<file path="config.mk">
export PLATFORM = sky130hd
export DESIGN_NAME = pipeline_ctrl
export DESIGN_NICKNAME = d
export VERILOG_FILES = /design/src/rtl/pipeline_ctrl.sv
export SDC_FILE = /design/constraint.sdc
export NUM_CORES = 1
export LEC_CHECK = 0
export ABC_AREA = 1
export CORE_MARGIN = 1.5
export CORE_UTILIZATION = 32
export CTS_CLUSTER_SIZE = 10
export DETAILED_ROUTE_END_ITERATION = 8
export GPL_ROUTABILITY_DRIVEN = 0
export PLACE_DENSITY_LB_ADDON = 0.12
export RECOVER_POWER = 100
export SYNTH_ARGS = -nofsm -noshare
export SYNTH_HDL_FRONTEND = slang
export SYNTH_SLANG_ARGS = --single-unit
</file>
<file path="constraint.sdc">
create_clock -name clk_i -period 1.6 [get_ports clk_i]
set_input_delay 0.24 -clock clk_i [delete_from_list [all_inputs] [get_ports clk_i]]
set_output_delay 0.24 -clock clk_i [all_outputs]
set_load 0.01 [all_outputs]
</file>
<file path="src/rtl/pipeline_ctrl.sv">
`timescale 1ns/1ps
// Hazard/sequencing controller for the 5-stage pipe: stalls and EX redirect are combinational, valids/FSM update on the clock.
// A busy MEM stage freezes every stage; a trap/mret commit redirects the PC one cycle later via REDIR.
module pipeline_ctrl #(
  parameter int Xlen = 32
) (
  input  logic            clk_i,
  input  logic            rst_ni,
  input  logic            if_valid_i,
  input  logic [4:0]      id_rs1_addr_i,
  input  logic [4:0]      id_rs2_addr_i,
  input  logic            id_uses_rs1_i,
  input  logic            id_uses_rs2_i,
  input  logic [4:0]      ex_rd_addr_i,
  input  logic            ex_is_load_i,
  input  logic            ex_redirect_i,
  input  logic [Xlen-1:0] ex_target_i,
  input  logic            mem_busy_i,
  input  logic            mem_trap_i,
  input  logic            mem_mret_i,
  input  logic [Xlen-1:0] trap_vector_i,
  input  logic [Xlen-1:0] mepc_i,
  output logic            stall_if_o,
  output logic            stall_id_o,
  output logic            stall_ex_o,
  output logic            stall_mem_o,
  output logic            id_valid_o,
  output logic            ex_valid_o,
  output logic            mem_valid_o,
  output logic            wb_valid_o,
  output logic            pc_redirect_o,
  output logic [Xlen-1:0] pc_target_o,
  output logic            busy_o
);

  typedef enum logic [1:0] {
    RUN   = 2'b00,
    REDIR = 2'b01
  } state_t;

  state_t          state_q, state_d;
  logic            id_valid_q, ex_valid_q, mem_valid_q, wb_valid_q;
  logic            id_valid_d, ex_valid_d, mem_valid_d, wb_valid_d;
  logic [Xlen-1:0] target_q, target_d;

  logic in_redir, commit, mem_stall, ex_redir, hazard, load_use;

  // Event detection in priority order: commit > mem stall > EX redirect > load-use.
  always_comb begin
    in_redir  = (state_q == REDIR);
    commit    = mem_valid_q & (mem_trap_i | mem_mret_i) & ~mem_busy_i;
    mem_stall = mem_busy_i & mem_valid_q;
    ex_redir  = ex_redirect_i & ex_valid_q & ~mem_stall & ~commit & ~in_redir;
    hazard    = ex_valid_q & ex_is_load_i & (ex_rd_addr_i != 5'd0) & id_valid_q &
                ((id_uses_rs1_i & (id_rs1_addr_i == ex_rd_addr_i)) |
                 (id_uses_rs2_i & (id_rs2_addr_i == ex_rd_addr_i)));
    load_use  = hazard & ~mem_stall & ~commit & ~ex_redir & ~in_redir;
  end

  always_comb begin
    state_d     = RUN;
    target_d    = target_q;
    id_valid_d  = if_valid_i;
    ex_valid_d  = id_valid_q;
    mem_valid_d = ex_valid_q;
    wb_valid_d  = mem_valid_q;

    stall_if_o    = mem_stall | load_use;
    stall_id_o    = mem_stall | load_use;
    stall_ex_o    = mem_stall;
    stall_mem_o   = mem_stall;
    pc_redirect_o = in_redir | ex_redir;
    pc_target_o   = '0;
    busy_o        = (state_q != RUN);

    if (in_redir) begin
      pc_target_o = target_q;
    end else if (ex_redir) begin
      pc_target_o = ex_target_i;
    end

    if (commit) begin
      // Committing instruction retires into WB; everything younger is squashed.
      id_valid_d  = 1'b0;
      ex_valid_d  = 1'b0;
      mem_valid_d = 1'b0;
      wb_valid_d  = 1'b1;
      target_d    = mem_trap_i ? trap_vector_i : mepc_i;
    end else if (mem_stall) begin
      id_valid_d  = id_valid_q;
      ex_valid_d  = ex_valid_q;
      mem_valid_d = mem_valid_q;
      wb_valid_d  = 1'b0;
    end else if (in_redir) begin
      id_valid_d  = 1'b0;
    end else if (ex_redir) begin
      id_valid_d  = 1'b0;
      ex_valid_d  = 1'b0;
    end else if (load_use) begin
      id_valid_d  = id_valid_q;
      ex_valid_d  = 1'b0;
    end

    unique case (state_q)
      RUN:     state_d = commit ? REDIR : RUN;
      REDIR:   state_d = RUN;
      default: state_d = RUN;
    endcase
  end

  always_ff @(posedge clk_i or negedge rst_ni) begin
    if (!rst_ni) begin
      state_q     <= RUN;
      target_q    <= '0;
      id_valid_q  <= 1'b0;
      ex_valid_q  <= 1'b0;
      mem_valid_q <= 1'b0;
      wb_valid_q  <= 1'b0;
    end else begin
      state_q     <= state_d;
      target_q    <= target_d;
      id_valid_q  <= id_valid_d;
      ex_valid_q  <= ex_valid_d;
      mem_valid_q <= mem_valid_d;
      wb_valid_q  <= wb_valid_d;
    end
  end

  assign id_valid_o  = id_valid_q;
  assign ex_valid_o  = ex_valid_q;
  assign mem_valid_o = mem_valid_q;
  assign wb_valid_o  = wb_valid_q;

endmodule

</file>
==> flow_summary.html, run 1 <==
<table>
<tr><th>Metric</th><th>Value</th></tr>
<tr><th colspan="2">Logic synthesis</th></tr>
<tr><td>Ys flop type</td><td>dfrtp_1</td></tr>
<tr><td>Number of distinct library cells after synthesis</td><td>23</td></tr>
<tr><td>Total of warnings raised by yosys</td><td>0</td></tr>
<tr><td>Number of enable flip-flop cells after synthesis</td><td>0</td></tr>
<tr><td>Syn nets</td><td>496</td></tr>
<tr><td>Count leader, synth</td><td>nand2_1</td></tr>
<tr><td>Mean instance size in the synthesized netlist</td><td>6.43 sq um</td></tr>
<tr><td>Most common library cells after synthesis</td><td>nand2_1, inv_1, nor2_1</td></tr>
<tr><td>Share of the yosys chip area belonging to registers</td><td>0.384</td></tr>
<tr><td>Cells after synthesis</td><td>375</td></tr>
<tr><td>Largest area contributor in the synthesized netlist</td><td>dfrtp_1</td></tr>
<tr><td>Combined area of all synthesized cells</td><td>2410 sq um</td></tr>
<tr><td>Async SR Flop Fraction</td><td>1.00</td></tr>
<tr><td>Synth top area share</td><td>0.384</td></tr>
<tr><td>Flip-flop and latch count after synthesis</td><td>37</td></tr>
<tr><td>Dominant cells by area after synthesis</td><td>dfrtp_1, nand2_1, a31oi_1, inv_1, nor2_1</td></tr>
<tr><th colspan="2">Final layout</th></tr>
<tr><td>Post-synthesis to final-layout area growth</td><td>75.4%</td></tr>
<tr><td>Fraction of layout instances using a drive strength above 1</td><td>0.152</td></tr>
<tr><td>Fillcell total</td><td>704</td></tr>
<tr><td>Diodes inserted</td><td>0</td></tr>
<tr><td>Final core utilization</td><td>0.583</td></tr>
<tr><td>Area of all placed cells without fillers</td><td>4230 sq um</td></tr>
<tr><td>Non-filler instance count after layout</td><td>651</td></tr>
<tr><td>Final Net Count</td><td>673</td></tr>
<tr><th colspan="2">STA</th></tr>
<tr><td>Final worst-path cycle share</td><td>1.10</td></tr>
<tr><td>Final-report max-slew violation count</td><td>0</td></tr>
<tr><td>Post-route minimum period</td><td>1.76 ns</td></tr>
<tr><td>Final setup violation count</td><td>34</td></tr>
<tr><td>Max-slew headroom at the worst pin</td><td>0.393</td></tr>
<tr><td>Worst setup margin</td><td>-0.163 ns</td></tr>
<tr><td>Unrepaired setup endpoints after global routing</td><td>yes</td></tr>
<tr><td>Final count of hold timing violations</td><td>0</td></tr>
<tr><td>Max Clock Freq</td><td>0.567 GHz</td></tr>
<tr><td>Post-Route Skew</td><td>0.00511 ns</td></tr>
<tr><td>Measured slew at the worst slew-check pin</td><td>0.910 ns</td></tr>
<tr><th colspan="2">Routing</th></tr>
<tr><td>WL per Instance</td><td>11.8 um</td></tr>
<tr><td>Detailed-route DRC error count</td><td>0</td></tr>
<tr><td>Total number of vias</td><td>2884</td></tr>
<tr><td>Met2 layer wire length in the routed design</td><td>3.78 mm</td></tr>
<tr><td>Met1 wire length</td><td>3.29 mm</td></tr>
<tr><td>Max layer used</td><td>met4</td></tr>
<tr><td>Initial DRC count</td><td>80</td></tr>
<tr><td>Detail Route met3 WL</td><td>481 um</td></tr>
<tr><td>Post-detailed-routing wire length</td><td>7.65 mm</td></tr>
<tr><td>DR vias/cell</td><td>4.43</td></tr>
<tr><td>Antenna Nets Post-Route</td><td>0</td></tr>
<tr><td>Length of the first detailed-routing pass in iterations</td><td>4</td></tr>
<tr><th colspan="2">Worst setup path</th></tr>
<tr><td>Worst Path Arrival</td><td>1.52 ns</td></tr>
<tr><td>Critical Path RT</td><td>1.36 ns</td></tr>
<tr><td>Crit-path max FO</td><td>14</td></tr>
<tr><td>Category of the worst setup path capture point</td><td>output port</td></tr>
<tr><td>Category of the worst setup path launch point</td><td>primary input</td></tr>
<tr><td>Worst Path Class, Setup</td><td>in -&gt; out</td></tr>
<tr><th colspan="2">Placed design</th></tr>
<tr><td>Cell area reported after detailed placement</td><td>4200 sq um</td></tr>
<tr><td>Cell total after placement</td><td>632</td></tr>
<tr><td>Number of buffers inserted by port buffering</td><td>162</td></tr>
<tr><td>Placed wire-length estimate after detailed placement</td><td>5.56 mm</td></tr>
<tr><th colspan="2">Die</th></tr>
<tr><td>Starting density of the core</td><td>0.332</td></tr>
<tr><td>Placeable core region</td><td>7250 sq um</td></tr>
<tr><td>Num rows</td><td>31</td></tr>
<tr><td>Vertical die dimension</td><td>89.8 um</td></tr>
<tr><td>Number of I/O pins</td><td>163</td></tr>
<tr><td>Width of the die</td><td>89.8 um</td></tr>
<tr><td>Die Outline Area</td><td>8060 sq um</td></tr>
<tr><th colspan="2">GRT</th></tr>
<tr><td>Aggregate global routing overflow</td><td>0</td></tr>
<tr><td>Maximum number of pins on one net before global-route repair</td><td>38</td></tr>
<tr><td>Via count of the first global-routing pass</td><td>2859</td></tr>
<tr><td>First-pass GRT wire length</td><td>12.8 mm</td></tr>
<tr><td>Number of antenna violations at the first check in global routing</td><td>0</td></tr>
<tr><td>Global-route usage over all layers</td><td>0.192</td></tr>
<tr><th colspan="2">Clock network</th></tr>
<tr><td>Max Root-Sink Buffers</td><td>2</td></tr>
<tr><td>CTS root buf</td><td>clkbuf_8</td></tr>
<tr><td>Insertion delay to the later sink of the worst-skew pair</td><td>0.28 ns</td></tr>
<tr><td>Number of buffers created by CTS</td><td>5</td></tr>
<tr><td>Clock slew seen by the registers of the worst setup and hold paths</td><td>0.07 ns</td></tr>
<tr><td>Htree depth</td><td>2</td></tr>
<tr><td># clock sinks</td><td>37</td></tr>
<tr><td>Clock tree from TritonCTS</td><td>done</td></tr>
<tr><th colspan="2">Job</th></tr>
<tr><td>Max-capacitance violation count</td><td>0</td></tr>
<tr><th colspan="2">Power</th></tr>
<tr><td>Leak Pwr</td><td>2.12 nW</td></tr>
<tr><td>Power density over the cells</td><td>1060 nW/um^2</td></tr>
<tr><td>Peak VDD IR</td><td>0.000440 V</td></tr>
<tr><th colspan="2">Run status</th></tr>
<tr><td>Outcome</td><td>finished, violations left</td></tr>
<tr><td>Violated checks</td><td>negative setup slack</td></tr>
<tr><th colspan="2">Worst hold path</th></tr>
<tr><td>Hold crit path type</td><td>in -&gt; reg</td></tr>
</table>
## critical path, cell delays in order
cell and delay (ns):
clkdlybuf4s50_1 0.48, nand2_1 0.09, nor2_4 0.16, nand3_4 0.11
buf_8 0.16, o21ai_0 0.13, buf_2 0.15
## timing repair
item	CTS	global route
pin swaps	6	5
endpoints found under the hold margin	37	0
hold buffers	1	0
resized for setup	182	8
setup endpoints to repair	38	38
setup buffers	9	1
cloned	1	0
## cell type report
class	instances	area [sq um]	area share
timing repair buffer	193	1720	0.407
inverter	55	209	0.0494
sequential	37	926	0.219
tap	99	124	0.0293
clock buffer	7	86.3	0.0204
multi-input combinational	260	1160	0.275
## cells in the final DEF, fill, tap and decap left out, types with 5 or more instances in the layout
| master | netlist | final |
|---|---|---|
| clkdlybuf4s50_1 | 0 | 118 |
| nor2_1 | 44 | 44 |
| clkbuf_8 | 0 | 6 |
| nand2_2 | 5 | 5 |
| buf_4 | 3 | 20 |
| dfrtp_1 | 37 | 37 |
| buf_6 | 3 | 6 |
| nand3_1 | 5 | 5 |
| o21ai_1 | 1 | 30 |
| buf_2 | 6 | 34 |
| a31oi_1 | 32 | 32 |
| dlygate4sd2_1 | 0 | 6 |
| nand2_1 | 134 | 134 |
| inv_1 | 51 | 52 |
## kinds of logic (layout without fill, tap and decap cells)
group	after synthesis	in the layout	share of synthesized area
and+or+nand+nor	195	195	0.324
buffers and inverters	78	255	0.140
AOI/OAI and AO/OA	65	65	0.152
DFF	37	37	0.384
## where the power goes
group | switching (mW) | internal (mW) | total (mW) | leakage [nW]
clock network | 0.308 | 0.342 | 0.650 | 0.0443
logic | 1.06 | 1.15 | 2.22 | 1.66
registers | 0.242 | 1.38 | 1.62 | 0.420
## state kept, by name (all words and copies together) (netlist names)
| signal | cells |
|---|---|
| target_q | 32 |
| wb_valid_o | 1 |
| state_q | 1 |
| ex_valid_o | 1 |
| mem_valid_o | 1 |
| id_valid_o | 1 |
## worst paths after layout
kind | startpoint | end | slack (ns) | cells after the start
max | ex_redirect_i | pc_target_o[20] | -0.16 | 7
min | trap_vector_i[7] | target_q[7]$_DFFE_PN0P_ | 0.52 | 3
max reg2reg | mem_valid_o$_DFFE_PN0P_ | target_q[18]$_DFFE_PN0P_ | 0.07 | 8
min reg2reg | target_q[7]$_DFFE_PN0P_ | target_q[7]$_DFFE_PN0P_ | 0.55 | 2
max in group asynchronous | rst_ni | target_q[20]$_DFFE_PN0P_ | 0.32 | 3
min in group asynchronous | rst_ni | target_q[26]$_DFFE_PN0P_ | 0.70 | 3
## per-layer routing
layer  vias up  track usage
met3        10       0.0575
met2        99        0.339
met4         0       0.0437
li1       1511            -
met5         -            0
met1      1264        0.229
## stage by stage
stage | TNS, ns | worst slack, ns | hold slack [ns] | total power [mW]
global route | -8.32 | -0.255 | 0.502 | 4.87
finish | -4.48 | -0.163 | 0.519 | 4.49
detailed placement | -24.26 | -0.715 | 0.222 | 3.96
CTS | -4.68 | -0.174 | 0.453 | 4.58
floorplan | 0 | 0.0660 | -0.0556 | 2.73
global placement | -22.54 | -0.663 | 0.221 | 3.90
Note: power is estimated with default switching activity, not from simulation.
==> run 2: changes to the inputs <==
Settings changed: ABC_AREA 1 to default, CTS_CLUSTER_DIAMETER from default to 60, HOLD_SLACK_MARGIN from default to 0.1.
==> flow_summary.html, run 2 <==
<table>
<tr><th>Metric</th><th>Value</th></tr>
<tr><th colspan="2">Clock network</th></tr>
<tr><td># clock sinks</td><td>37 (unchanged)</td></tr>
<tr><td>Max Root-Sink Buffers</td><td>2 (unchanged)</td></tr>
<tr><td>Number of buffers created by CTS</td><td>5 (unchanged)</td></tr>
<tr><td>Clock slew seen by the registers of the worst setup and hold paths</td><td>0.07 ns (about the same)</td></tr>
<tr><td>CTS root buf</td><td>clkbuf_8</td></tr>
<tr><td>Clock tree from TritonCTS</td><td>done</td></tr>
<tr><td>Insertion delay to the later sink of the worst-skew pair</td><td>0.28 ns (about the same)</td></tr>
<tr><td>Htree depth</td><td>2 (unchanged)</td></tr>
<tr><th colspan="2">Run status</th></tr>
<tr><td>Violated checks</td><td>negative setup slack</td></tr>
<tr><td>Outcome</td><td>finished, violations left</td></tr>
<tr><th colspan="2">Logic synthesis</th></tr>
<tr><td>Synth top area share</td><td>0.406 (+0.0219)</td></tr>
<tr><td>Flip-flop and latch count after synthesis</td><td>37 (unchanged)</td></tr>
<tr><td>Share of the yosys chip area belonging to registers</td><td>0.406 (+0.0219)</td></tr>
<tr><td>Count leader, synth</td><td>nand2_1</td></tr>
<tr><td>Ys flop type</td><td>dfrtp_1</td></tr>
<tr><td>Largest area contributor in the synthesized netlist</td><td>dfrtp_1</td></tr>
<tr><td>Syn nets</td><td>411 (-17%)</td></tr>
<tr><td>Dominant cells by area after synthesis</td><td>dfrtp_1, nand2_1, o21ai_1, mux2i_1, xnor2_1</td></tr>
<tr><td>Async SR Flop Fraction</td><td>1.00 (unchanged)</td></tr>
<tr><td>Cells after synthesis</td><td>290 (-23%)</td></tr>
<tr><td>Number of enable flip-flop cells after synthesis</td><td>0 (unchanged)</td></tr>
<tr><td>Combined area of all synthesized cells</td><td>2280 sq um (-5.4%)</td></tr>
<tr><td>Most common library cells after synthesis</td><td>nand2_1, o21ai_1, dfrtp_1</td></tr>
<tr><td>Total of warnings raised by yosys</td><td>0 (unchanged)</td></tr>
<tr><td>Mean instance size in the synthesized netlist</td><td>7.86 sq um (+22%)</td></tr>
<tr><td>Number of distinct library cells after synthesis</td><td>26 (+13%)</td></tr>
<tr><th colspan="2">Die</th></tr>
<tr><td>Die Outline Area</td><td>7640 sq um (-5.2%)</td></tr>
<tr><td>Width of the die</td><td>87.4 um (-2.6%)</td></tr>
<tr><td>Num rows</td><td>30 (-3.2%)</td></tr>
<tr><td>Vertical die dimension</td><td>87.4 um (-2.6%)</td></tr>
<tr><td>Placeable core region</td><td>6830 sq um (-5.8%)</td></tr>
<tr><td>Number of I/O pins</td><td>163 (unchanged)</td></tr>
<tr><td>Starting density of the core</td><td>0.334 (+0.00146)</td></tr>
<tr><th colspan="2">STA</th></tr>
<tr><td>Measured slew at the worst slew-check pin</td><td>0.588 ns (-0.322 ns)</td></tr>
<tr><td>Max Clock Freq</td><td>0.530 GHz (-6.6%)</td></tr>
<tr><td>Post-route minimum period</td><td>1.89 ns (+0.125 ns)</td></tr>
<tr><td>Final worst-path cycle share</td><td>1.18 (+0.0781)</td></tr>
<tr><td>Final count of hold timing violations</td><td>0 (unchanged)</td></tr>
<tr><td>Worst Hold Margin</td><td>0.433 ns (-0.0856 ns)</td></tr>
<tr><td>Final setup violation count</td><td>36 (+5.9%)</td></tr>
<tr><td>Unrepaired setup endpoints after global routing</td><td>yes</td></tr>
<tr><td>Worst setup margin</td><td>-0.288 ns (-0.125 ns)</td></tr>
<tr><td>Max-slew headroom at the worst pin</td><td>0.608 (+0.214)</td></tr>
<tr><td>Final-report max-slew violation count</td><td>0 (unchanged)</td></tr>
<tr><td>Post-Route Skew</td><td>0.00789 ns (+0.00278 ns)</td></tr>
<tr><th colspan="2">Placed design</th></tr>
<tr><td>Placed wire-length estimate after detailed placement</td><td>5.61 mm (+0.82%)</td></tr>
<tr><td>Number of buffers inserted by port buffering</td><td>162 (unchanged)</td></tr>
<tr><td>Pre-CTS setup slack</td><td>-0.815 ns (-0.100 ns)</td></tr>
<tr><th colspan="2">Final layout</th></tr>
<tr><td>Post-synthesis to final-layout area growth</td><td>86.7%</td></tr>
<tr><td>Max FFs per register</td><td>32 (unchanged)</td></tr>
<tr><td>Area occupied by multi-input gates</td><td>1330 sq um (+14%)</td></tr>
<tr><td>Fillcell total</td><td>646 (-8.2%)</td></tr>
<tr><td>Most frequent standard cell in the layout excluding fill and tap cells</td><td>clkdlybuf4s50_1</td></tr>
<tr><td>Diodes inserted</td><td>0 (unchanged)</td></tr>
<tr><td>Register with the most flip-flops</td><td>target_q</td></tr>
<tr><td>Flip-flop and latch area</td><td>927 sq um (+0.14%)</td></tr>
<tr><td>Final core utilization</td><td>0.623 (+0.0402)</td></tr>
<tr><td>Most frequent cells in the layout</td><td>clkdlybuf4s50_1, nand2_1, o21ai_1</td></tr>
<tr><td>Final Net Count</td><td>594 (-12%)</td></tr>
<tr><td>Fraction of layout instances using a drive strength above 1</td><td>0.224 (+0.0715)</td></tr>
<tr><th colspan="2">Routing</th></tr>
<tr><td>WL per Instance</td><td>13.7 um (+17%)</td></tr>
<tr><td>Initial DRC count</td><td>42 (-48%)</td></tr>
<tr><td>Post-detailed-routing wire length</td><td>7.81 mm (+2.1%)</td></tr>
<tr><td>DR vias/cell</td><td>4.61 (+4.0%)</td></tr>
<tr><td>Antenna Nets Post-Route</td><td>0 (unchanged)</td></tr>
<tr><td>Detailed-route DRC error count</td><td>0 (unchanged)</td></tr>
<tr><td>Length of the first detailed-routing pass in iterations</td><td>4 (unchanged)</td></tr>
<tr><td>Total number of vias</td><td>2627 (-8.9%)</td></tr>
<tr><th colspan="2">Worst setup path</th></tr>
<tr><td>Critical Path RT</td><td>1.36 ns (about the same)</td></tr>
<tr><td>Category of the worst setup path launch point</td><td>flop</td></tr>
<tr><td>Category of the worst setup path capture point</td><td>output port</td></tr>
<tr><td>Worst Path Class, Setup</td><td>reg -&gt; out</td></tr>
<tr><td>Worst Path Arrival</td><td>1.65 ns (+0.13 ns)</td></tr>
<tr><td>Crit-path max FO</td><td>8 (-6)</td></tr>
<tr><th colspan="2">GRT</th></tr>
<tr><td>Maximum number of pins on one net before global-route repair</td><td>37 (-2.6%)</td></tr>
<tr><td>Aggregate global routing overflow</td><td>0 (unchanged)</td></tr>
<tr><td>Number of antenna violations at the first check in global routing</td><td>0 (unchanged)</td></tr>
<tr><td>Global-route usage over all layers</td><td>0.204 (+0.0123)</td></tr>
<tr><td>Via count of the first global-routing pass</td><td>2521 (-12%)</td></tr>
<tr><td>First-pass GRT wire length</td><td>12.1 mm (-5.5%)</td></tr>
<tr><th colspan="2">Worst hold path</th></tr>
<tr><td>Hold crit path type</td><td>in -&gt; async</td></tr>
<tr><th colspan="2">Power</th></tr>
<tr><td>Peak VDD IR</td><td>0.000528 V (+20%)</td></tr>
<tr><td>Total chip power</td><td>4.39 mW (-2.1%)</td></tr>
<tr><td>Power density over the cells</td><td>1030 nW/um^2 (-2.8%)</td></tr>
<tr><td>Leak Pwr</td><td>1.99 nW (-6.0%)</td></tr>
<tr><th colspan="2">Job</th></tr>
<tr><td>Max-capacitance violation count</td><td>0 (unchanged)</td></tr>
</table>
## run 2: final timing paths
path                       depth (start not counted)                  endpoint                startpoint  slack (ns)
max                                                8           pc_target_o[28]   mem_valid_o$_DFFE_PN0P_       -0.29
min                                                2   target_q[4]$_DFFE_PN0P_                    rst_ni        0.43
max reg2reg                                        8    id_valid_o$_DFFE_PN0P_   mem_valid_o$_DFFE_PN0P_       -0.21
min reg2reg                                        2  target_q[26]$_DFFE_PN0P_  target_q[26]$_DFFE_PN0P_        0.49
max in group asynchronous                          3      state_q[0]$_DFF_PN0_                    rst_ni        0.31
min in group clk_i                                 4      wb_valid_o$_DFF_PN0_                mem_busy_i        0.49
## run 2: kinds of logic (layout without fill, tap and decap cells)
kind of cell,after synthesis,after routing,share of synthesized area
mux,32,32,0.141
simple gates,117,117,0.204
compound gates,69,69,0.159
buf+inv,25,209,0.0516
flops,37,37,0.406
xor+xnor,10,10,0.0384
## run 2: area by class of cell
type,instances,share of cell area
clock buffers,7,0.0179
multi-input cells,228,0.312
flip-flops and latches,37,0.218
repair buffers,200,0.422
well taps,96,0.0282
inverters,1,0.000882
clock inverters,1,0.00176
## run 2: metrics by stage
step | setup TNS [ns] | area, sq um | cells
5_1_grt | -10.64 | 4260 | 570
3_5_place_dp | -30.14 | 4140 | 548
3_3_place_gp | -28.82 | 4140 | 548
6_report | -7.07 | 4260 | 570
4_1_cts | -7.76 | 4260 | 569
2_1_floorplan | 0 | 2280 | 290
## run 2: critical path, stage by stage, from the launching register on
cell     delay, ns
dfrtp_1       0.40
o31ai_2       0.08
and3_4        0.25
buf_12        0.13
buf_16        0.14
buf_6         0.09
nand2_2       0.03
o21ai_1       0.10
buf_2         0.15
## run 2: per-layer routing
metal	vias to the layer above	track usage	routed length [um]
met3	6	0.0512	656
met2	111	0.366	3920
met4	0	0.0491	64
met5	-	0	0
met1	1173	0.243	3170
li1	1337	-	-
## run 2: where the power goes
group          leakage [nW]  switching (mW)  internal (mW)
registers             0.461           0.240           1.36
logic                  1.49            1.03           1.14
clock network        0.0385           0.316          0.308
total                  1.99            1.59           2.81
## run 2: repair_timing
item	CTS	global route
gates resized for setup	194	14
pin swaps	30	11
endpoints found under the setup margin	41	36
endpoints found under the hold margin	18	0
cloned	3	0
setup buffers	9	2
hold buffers	1	0
==> run 3: changes to the inputs <==
--- a/constraint.sdc
+++ b/constraint.sdc
@@ -3,2 +3,2 @@
 set_output_delay 0.24 -clock clk_i [all_outputs]
-set_load 0.01 [all_outputs]
+set_load 0.02 [all_outputs]
==> flow_summary.html, run 3 (synthesis results as in run 2) <==
<table>
<tr><th>Metric</th><th>Value</th></tr>
<tr><th colspan="2">Run status</th></tr>
<tr><td>Outcome</td><td>finished, violations left</td></tr>
<tr><td>Violated checks</td><td>negative setup slack</td></tr>
<tr><th colspan="2">Clock network</th></tr>
<tr><td>Max Root-Sink Buffers</td><td>2 (unchanged)</td></tr>
<tr><td>Htree depth</td><td>2 (unchanged)</td></tr>
<tr><td>Insertion delay to the later sink of the worst-skew pair</td><td>0.28 ns (about the same)</td></tr>
<tr><td>Number of buffers created by CTS</td><td>5 (unchanged)</td></tr>
<tr><td>Clock tree from TritonCTS</td><td>done</td></tr>
<tr><td># clock sinks</td><td>37 (unchanged)</td></tr>
<tr><td>Clock slew seen by the registers of the worst setup and hold paths</td><td>0.07 ns (about the same)</td></tr>
<tr><td>CTS root buf</td><td>clkbuf_8</td></tr>
<tr><th colspan="2">STA</th></tr>
<tr><td>Final setup violation count</td><td>35 (-2.8%)</td></tr>
<tr><td>Worst setup margin</td><td>-0.200 ns (+0.0878 ns)</td></tr>
<tr><td>Unrepaired setup endpoints after global routing</td><td>yes</td></tr>
<tr><td>Max-slew headroom at the worst pin</td><td>0.335 (-0.273)</td></tr>
<tr><td>Max Clock Freq</td><td>0.555 GHz (+4.9%)</td></tr>
<tr><td>Worst Hold Margin</td><td>0.487 ns (+0.0540 ns)</td></tr>
<tr><td>Post-route minimum period</td><td>1.80 ns (-0.0878 ns)</td></tr>
<tr><td>Measured slew at the worst slew-check pin</td><td>0.998 ns (+0.409 ns)</td></tr>
<tr><td>Final-report max-slew violation count</td><td>0 (unchanged)</td></tr>
<tr><td>Post-Route Skew</td><td>0.00463 ns (-0.00326 ns)</td></tr>
<tr><td>Final count of hold timing violations</td><td>0 (unchanged)</td></tr>
<tr><td>Final worst-path cycle share</td><td>1.13 (-0.0549)</td></tr>
<tr><th colspan="2">Power</th></tr>
<tr><td>Leak Pwr</td><td>2.00 nW (+0.11%)</td></tr>
<tr><td>Power density over the cells</td><td>1090 nW/um^2 (+5.3%)</td></tr>
<tr><td>Peak VDD IR</td><td>0.000428 V (-19%)</td></tr>
<tr><th colspan="2">GRT</th></tr>
<tr><td>First-pass GRT wire length</td><td>12.0 mm (-0.57%)</td></tr>
<tr><td>Aggregate global routing overflow</td><td>0 (unchanged)</td></tr>
<tr><td>Number of antenna violations at the first check in global routing</td><td>0 (unchanged)</td></tr>
<tr><td>Global-route usage over all layers</td><td>0.202 (-0.00180)</td></tr>
<tr><td>Via count of the first global-routing pass</td><td>2588 (+2.7%)</td></tr>
<tr><td>Maximum number of pins on one net before global-route repair</td><td>34 (-8.1%)</td></tr>
<tr><th colspan="2">Final layout</th></tr>
<tr><td>Max FFs per register</td><td>32 (unchanged)</td></tr>
<tr><td>Final Net Count</td><td>587 (-1.2%)</td></tr>
<tr><td>Fillcell total</td><td>617 (-4.5%)</td></tr>
<tr><td>Final core utilization</td><td>0.652 (+0.0291)</td></tr>
<tr><td>Area occupied by multi-input gates</td><td>1430 sq um (+8.0%)</td></tr>
<tr><td>Register with the most flip-flops</td><td>target_q</td></tr>
<tr><td>Post-synthesis to final-layout area growth</td><td>95.4%</td></tr>
<tr><td>Most frequent standard cell in the layout excluding fill and tap cells</td><td>clkdlybuf4s50_1</td></tr>
<tr><td>Fraction of layout instances using a drive strength above 1</td><td>0.266 (+0.0419)</td></tr>
<tr><td>Flip-flop and latch area</td><td>928 sq um (+0.13%)</td></tr>
<tr><td>Most frequent cells in the layout</td><td>clkdlybuf4s50_1, nand2_1, o21ai_1</td></tr>
<tr><td>Diodes inserted</td><td>0 (unchanged)</td></tr>
<tr><th colspan="2">Die</th></tr>
<tr><td>Width of the die</td><td>87.4 um (unchanged)</td></tr>
<tr><td>Starting density of the core</td><td>0.334 (unchanged)</td></tr>
<tr><td>Placeable core region</td><td>6830 sq um (unchanged)</td></tr>
<tr><td>Vertical die dimension</td><td>87.4 um (unchanged)</td></tr>
<tr><td>Number of I/O pins</td><td>163 (unchanged)</td></tr>
<tr><td>Die Outline Area</td><td>7640 sq um (unchanged)</td></tr>
<tr><td>Num rows</td><td>30 (unchanged)</td></tr>
<tr><th colspan="2">Job</th></tr>
<tr><td>Max-capacitance violation count</td><td>0 (unchanged)</td></tr>
<tr><th colspan="2">Routing</th></tr>
<tr><td>DR vias/cell</td><td>4.68 (+1.6%)</td></tr>
<tr><td>Antenna Nets Post-Route</td><td>0 (unchanged)</td></tr>
<tr><td>Detailed-route DRC error count</td><td>0 (unchanged)</td></tr>
<tr><td>Length of the first detailed-routing pass in iterations</td><td>4 (unchanged)</td></tr>
<tr><td>Initial DRC count</td><td>126 (+200%)</td></tr>
<tr><td>Post-detailed-routing wire length</td><td>7.79 mm (-0.31%)</td></tr>
<tr><td>Total number of vias</td><td>2636 (+0.34%)</td></tr>
<tr><td>WL per Instance</td><td>13.8 um (+0.93%)</td></tr>
<tr><th colspan="2">Worst setup path</th></tr>
<tr><td>Category of the worst setup path launch point</td><td>flop</td></tr>
<tr><td>Worst reg-to-reg path cell count</td><td>7 (-1)</td></tr>
<tr><td>Worst Path Arrival</td><td>1.56 ns (-0.09 ns)</td></tr>
<tr><td>Worst Path Class, Setup</td><td>reg -&gt; out</td></tr>
<tr><td>Category of the worst setup path capture point</td><td>output port</td></tr>
<tr><td>Critical Path RT</td><td>1.36 ns (about the same)</td></tr>
<tr><td>Crit-path max FO</td><td>8 (unchanged)</td></tr>
<tr><th colspan="2">Worst hold path</th></tr>
<tr><td>Hold crit path type</td><td>reg -&gt; reg</td></tr>
<tr><td>Min-Delay Path Depth</td><td>2</td></tr>
<tr><th colspan="2">Placed design</th></tr>
<tr><td>Placed wire-length estimate after detailed placement</td><td>5.93 mm (+5.8%)</td></tr>
<tr><td>Number of buffers inserted by port buffering</td><td>162 (unchanged)</td></tr>
</table>
[run 3: changes by cell type in the layout (fill, tap and decap cells not counted), sizes merged]
cell,delta
dlygate4sd3,-2
buf,-1
clkdlybuf4s15,+3
clkdlybuf4s50,-2
dlygate4sd2,-2
clkbuf,-1
clkinvlp,-1
dlymetal6s2s,-1
[run 3: through the flow]
step | setup slack, ns | instances | setup TNS, ns | area, sq um | power [mW]
global route | -0.289 | 563 | -8.90 | 4460 | 5.19
detailed placement | -0.863 | 549 | -30.68 | 4240 | 4.13
floorplan | -0.0787 | 290 | -0.677 | 2380 | 2.86
global placement | -0.831 | 549 | -29.58 | 4240 | 4.06
CTS | -0.265 | 566 | -7.35 | 4470 | 4.92
finish | -0.200 | 563 | -5.95 | 4460 | 4.84
[run 3: layout make-up]
cell class / count / share of cell area
Timing Repair Buffer: 193 / 0.424
Tap cell: 96 / 0.0270
Multi-Input combinational cell: 228 / 0.322
Clock buffer: 8 / 0.0180
Inverter: 1 / 0.000842
Sequential cell: 37 / 0.208
[run 3: final timing paths]
kind | start | endpoint | slack, ns
setup / recovery | mem_valid_o$_DFFE_PN0P_ | pc_target_o[17] | -0.20
max in group asynchronous | rst_ni | target_q[6]$_DFFE_PN0P_ | 0.21
min in group asynchronous | rst_ni | target_q[24]$_DFFE_PN0P_ | 0.64
hold / removal | target_q[23]$_DFFE_PN0P_ | target_q[23]$_DFFE_PN0P_ | 0.49
hold reg to reg | target_q[23]$_DFFE_PN0P_ | target_q[23]$_DFFE_PN0P_ | 0.49
setup reg to reg | mem_valid_o$_DFFE_PN0P_ | id_valid_o$_DFFE_PN0P_ | -0.03
[run 3: critical path, cell delays in order, from the launching register on]
cell     delay (ns)
dfrtp_2        0.43
o31ai_4        0.06
and3_4         0.28
buf_6          0.17
nand2_2        0.06
o21ai_2        0.14
buf_6          0.13
[run 3: timing repair]
action | CTS | global route
setup buffers | 5 | 1
setup endpoints to repair | 43 | 38
gates cloned | 3 | 0
pin swaps | 21 | 13
endpoints found under the hold margin | 15 | 0
hold buffers | 1 | 0
gates resized for setup | 267 | 24
[run 3: power breakdown]
part / switching [mW] / internal, mW / leakage (nW)
sequential: 0.240 / 1.36 / 0.460
clock: 0.307 / 0.309 / 0.0395
combinational: 1.31 / 1.31 / 1.50
[run 3: per-layer routing]
| layer | up-vias | share of wire | track usage | wire length, um |
|---|---|---|---|---|
| met2 | 92 | 0.52 | 0.375 | 4060 |
| met4 | 0 | 0.0062 | 0.0476 | 48 |
| met1 | 1211 | 0.39 | 0.235 | 3060 |
| met5 | - | 0 | 0 | 0 |
| li1 | 1328 | - | - | - |
| met3 | 5 | 0.078 | 0.0455 | 609 |
